===== config.mk =====
export PLATFORM = sky130hd
export DESIGN_NAME = arm_register_file
export DESIGN_NICKNAME = d
export VERILOG_FILES = /design/src/rtl/arm_register_file_pkg.sv /design/src/rtl/arm_register_file_rf_write_decoder.sv /design/src/rtl/arm_register_file.sv
export SDC_FILE = /design/constraint.sdc
export NUM_CORES = 2
export LEC_CHECK = 0
export CORE_ASPECT_RATIO = 1.2
export CORE_MARGIN = 3
export CORE_UTILIZATION = 40
export DETAILED_ROUTE_END_ITERATION = 10
export DONT_BUFFER_PORTS = 1
export GPL_ROUTABILITY_DRIVEN = 0
export MAX_ROUTING_LAYER = met4
export PLACE_DENSITY_LB_ADDON = 0.08
export SETUP_SLACK_MARGIN = 0.15
export SYNTH_ARGS = -nofsm -noshare
export SYNTH_HDL_FRONTEND = slang
export SYNTH_SLANG_ARGS = --single-unit

===== constraint.sdc =====
create_clock -name clk -period 3.2 [get_ports clk]
set_input_delay 0.16 -clock clk [delete_from_list [all_inputs] [get_ports clk]]
set_output_delay 0.16 -clock clk [all_outputs]
set_load 0.05 [all_outputs]

===== src/rtl/arm_register_file_pkg.sv =====
// Shared constants and types for the ARM register bank.
//   REG_LR      index of the link register written by BL
//   REG_PC      index served from the r15 input rather than from storage
//   NUM_STORED  number of physically stored registers (R0-R14)
//   wsel_e      data source selected for the link register
package arm_register_file_pkg;

  localparam logic [3:0]  REG_LR     = 4'd14;
  localparam logic [3:0]  REG_PC     = 4'd15;
  localparam int unsigned NUM_STORED = 15;

  typedef enum logic {
    SEL_WB   = 1'b0,
    SEL_LINK = 1'b1
  } wsel_e;

endpackage


===== src/rtl/arm_register_file_rf_write_decoder.sv =====
// Write-enable decoder for the register bank.
// Turns the writeback port (we3/a3) and the BL link port (link_we) into a
// per-register enable vector and the data source for R14.
//   a3       in   writeback destination address
//   we3      in   writeback enable
//   link_we  in   BL link write enable (targets R14)
//   we_vec   out  one enable bit per stored register R0-R14
//   lr_sel   out  data source for R14 (link beats writeback)
module rf_write_decoder
  import arm_register_file_pkg::*;
#(
  parameter int unsigned ADDR_W = 4
) (
  input  logic [ADDR_W-1:0]     a3,
  input  logic                  we3,
  input  logic                  link_we,
  output logic [NUM_STORED-1:0] we_vec,
  output wsel_e                 lr_sel
);

  always_comb begin
    we_vec = '0;
    lr_sel = SEL_WB;
    // a3 == 15 matches no stored register, so PC-directed writebacks vanish here.
    for (int unsigned i = 0; i < NUM_STORED; i++) begin
      if (we3 && (a3 == ADDR_W'(i))) begin
        we_vec[i] = 1'b1;
      end
    end
    if (link_we) begin
      we_vec[REG_LR] = 1'b1;
      lr_sel         = SEL_LINK;
    end
  end

endmodule


===== src/rtl/arm_register_file.sv =====
// ARM register bank for the single-cycle datapath.
// R0-R14 are stored; index 15 always reads the r15 input (PC+8).
// Reads are combinational from stored state (no write-through).
//   clk        in   rising-edge clock
//   reset      in   synchronous active-low clear of R0-R14
//   we3/a3/wd3 in   writeback port
//   link_we    in   BL link write (R14 <= link_data), wins over writeback to R14
//   link_data  in   link value (PC+4)
//   r15        in   value returned for reads of index 15
//   a1/a2      in   read addresses for rd1/rd2
//   dbg_sel    in   debug read address
//   rd1/rd2    out  read data
//   dbg_out    out  debug read data
module arm_register_file
  import arm_register_file_pkg::*;
#(
  parameter int unsigned W      = 32,
  parameter int unsigned ADDR_W = 4
) (
  input  logic              clk,
  input  logic              reset,
  input  logic              we3,
  input  logic [ADDR_W-1:0] a1,
  input  logic [ADDR_W-1:0] a2,
  input  logic [ADDR_W-1:0] a3,
  input  logic [W-1:0]      wd3,
  input  logic              link_we,
  input  logic [W-1:0]      link_data,
  input  logic [W-1:0]      r15,
  input  logic [ADDR_W-1:0] dbg_sel,
  output logic [W-1:0]      rd1,
  output logic [W-1:0]      rd2,
  output logic [W-1:0]      dbg_out
);

  logic [NUM_STORED-1:0]        we_vec;
  wsel_e                        lr_sel;
  logic [NUM_STORED-1:0][W-1:0] bank;

  rf_write_decoder #(
    .ADDR_W (ADDR_W)
  ) u_dec (
    .a3      (a3),
    .we3     (we3),
    .link_we (link_we),
    .we_vec  (we_vec),
    .lr_sel  (lr_sel)
  );

  for (genvar g = 0; g < NUM_STORED; g++) begin : g_reg
    logic [W-1:0] d;
    logic [W-1:0] q;

    if (g == int'(REG_LR)) begin : g_lr
      assign d = (lr_sel == SEL_LINK) ? link_data : wd3;
    end else begin : g_gp
      assign d = wd3;
    end

    always_ff @(posedge clk) begin
      if (!reset) begin
        q <= '0;
      end else if (we_vec[g]) begin
        q <= d;
      end
    end

    assign bank[g] = q;
  end

  // Any index without a stored register (i.e. 15) falls through to r15.
  function automatic logic [W-1:0] read_port(
    input logic [ADDR_W-1:0]        a,
    input logic [NUM_STORED-1:0][W-1:0] regs,
    input logic [W-1:0]             pc
  );
    logic [W-1:0] v;
    v = pc;
    for (int unsigned i = 0; i < NUM_STORED; i++) begin
      if (a == ADDR_W'(i)) begin
        v = regs[i];
      end
    end
    return v;
  endfunction

  always_comb begin
    rd1 = read_port(a1, bank, r15);
  end

  always_comb begin
    rd2 = read_port(a2, bank, r15);
  end

  always_comb begin
    dbg_out = read_port(dbg_sel, bank, r15);
  end

endmodule


==> results_dict.tcl <==
set metrics [dict create \
    status "finished, final reports clean" \
    met1_usage_pct 55.6 \
    post-route-util_pct 48.9 \
    netlist_area_um2 33600 \
    endpoint_kind "output pin" \
    worst_slack_ns 0.151 \
    skew_ns 0 \
    path_delay_family "simple AND/OR/NAND/NOR gates" \
    crit_path_max_incr_delay_ns 0.82 \
    drt_iter0_drc 6709 \
    ys_seq_area_share_pct 28.6 \
    critPathRequiredTime_ns 3.04 \
    slew_violations 0 \
    synth-async-reset-ratio_pct 0 \
    rows 115 \
    use_met3_pct 18.3 \
    synth_area_leaders "dfxtp_1 29%, nand2_1 12%, a21boi_0 9.4%, mux4_2 6.0%, mux2i_1 4.7%" \
    synth.most_common_cell "nand2_1" \
    syn2layout_area_growth_pct 20.1 \
    final_nets 4639 \
    hp-class "in2reg" \
    rsz0062_at_grt "no" \
    hold_viol_final 0 \
    path_max_fanout 79 \
    synth.avg_cell_area_um2 7.77 \
    syn-num-nets 4445 \
    largest_reg_flops 480 \
    wl_per_cell_um 33.9 \
    cts_sinks 480 \
    cts_max_path_buffers 3 \
    synth_top_cell_by_area "dfxtp_1" \
    pre_cts_slack_ns 0.760 \
    setup_viol 0 \
    grt_overflow 0 \
    grtUsageTotal_pct 43.7 \
    cts.htree.levels 2 \
    firstDrtPassIters 10 \
    hpwlAfterDp_um 127000 \
    die_area_um2 87600 \
    slowest_stage "nor2_2" \
    ys.flop_type "dfxtp_1" \
    p_leak_nw 14.5 \
    timing.hold.ws_ns 0.0344 \
    start_util_pct 40.7 \
    synth_cell_types 83 \
    cts_made_buffers 56 \
    max_freq_mhz 328 \
    met2_usage_pct 58.4 \
    busiest_layer "met2" \
    cts.reportedPaths.clkPinSlew_ns 0.06 \
    crit_buf_inv 2 \
    fp.dieH_um 324 \
    antenna_found_initial 11 \
    drc 0 \
    routed_wl_um 193000 \
    synth_top_area_share_pct 28.6 \
    tightest_slew_ns 1.36 \
    p_per_area_nw_per_um2 413 \
    ir_drop_v 0.000456 \
    fin_tns_setup_ns 0 \
    core_area_um2 82700 \
    critPathLaunchType "input pin" \
    drive_gt1_share_pct 12.9 \
    totalPowerFinal_mw 16.7 \
    ios 212 \
    chipWidth_um 271 \
    place_area_um2 34900 \
    cts_resized 0 \
    grt_pass1_wl_um 270000 \
    yosys_warnings 0 \
    synthCells 4329 \
    crit_chain "inv_2, nor2_2, nand2_1, o211ai_1, a21oi_1, buf_4" \
    grt_pass1_vias 35000 \
    synth-edff-count 0 \
    cts_root_buffer "clkbuf_16" \
    maxSlewHeadroom_pct 9.41 \
    fin_area_um2 40400 \
    synth-seq-cells 480 \
    period_needed_ns 3.05 \
    clock_latency_ns 0.67 \
    io_buffers 0 \
    fin_crit_sh_pct 95.3 \
    grt_max_degree 251 \
    fin_cells 5694 \
    largest-register "g.q" \
    arrival_ns 2.89 \
    reg_top3 "g.q: 480 flops" \
    critPathKind "in2out" \
    vias_per_cell 6.74 \
    cap_violations 0 \
    antenna_left 0 \
    synth_common_cells "1,074 x nand2_1, 480 x dfxtp_1, 421 x a21boi_0, 244 x o21ai_0, 213 x clkbuf_1" \
    vias 38400 \
    dp.cells 5217 \
    cts_tree "built" \
]
==> cells in the final DEF (no fill, tap or decap), drive strengths merged, types with 53 or more instances in the layout <==
master and count:
mux4 89, a21oi 198, mux2i 159, o21ai 251, a211oi 53, dfxtp 480, nor2 183, a221oi 53
nor2b 54, buf 221, mux2 59, clkbuf 85, a21boi 463, o22ai 117, nand2 1076, dlygate4sd3 357
==> report_power, final <==
group          switching (mW)  internal, mW
combinational            2.35          1.25
sequential              0.195          6.07
clock                    2.97          3.85
==> cells by family (layout without fill, tap and decap cells) <==
| logic type | after synthesis | count (layout) | synth area share [%] |
|---|---|---|---|
| buf+inv | 463 | 704 | 6.84 |
| simple gates | 1519 | 1519 | 19.2 |
| other cells | 0 | 13 | 0 |
| compound gates | 1560 | 1560 | 32.7 |
| flops | 480 | 480 | 28.6 |
| mux | 307 | 307 | 12.7 |
==> layout make-up <==
cell class | count | area (um^2)
antenna | 13 | 32.5
clock buffer | 85 | 1670
clock inverter | 20 | 214
fill | 8226 | 42300
inverter | 21 | 78.8
multi-input combinational | 3386 | 22000
sequential | 480 | 9610
tap | 1111 | 1390
timing repair buffer | 578 | 5380
==> per-layer routing <==
metal / vias to the layer above / share of wire, %
li1: 16100 / -
met1: 18300 / 38
met2: 3137 / 39
met3: 803 / 16
met4: 0 / 6.8
met5: - / 0
==> worst reg2reg max path, delay by kind of cell, from the launching register on <==
kind / cells / cell delay [ns]
compound gates: 1 / 0.24
buf+inv: 1 / 0.59
flops: 1 / 0.59
mux: 1 / 0.17
simple gates: 1 / 0.13
==> worst paths after layout <==
path	start	end	slack, ns	cells after the start
setup / recovery	a1[3]	rd1[20]	0.15	6
hold / removal	a3[0]	g_reg[0].q[5]$_SDFFE_PN0P_	0.03	4
setup reg to reg	g_reg[14].q[22]$_SDFFE_PN0P_	g_reg[14].q[22]$_SDFFE_PN0P_	1.41	4
hold reg to reg	g_reg[0].q[9]$_SDFFE_PN0P_	g_reg[0].q[9]$_SDFFE_PN0P_	0.50	2
==> what timing repair did <==
action | in CTS | in global routing
setup endpoints to repair | 0 | 0
endpoints found under the hold margin | 480 | 0
setup buffers | 0 | 0
hold buffers | 359 | 0
No activity file was read; power rests on OpenSTA's default activity.
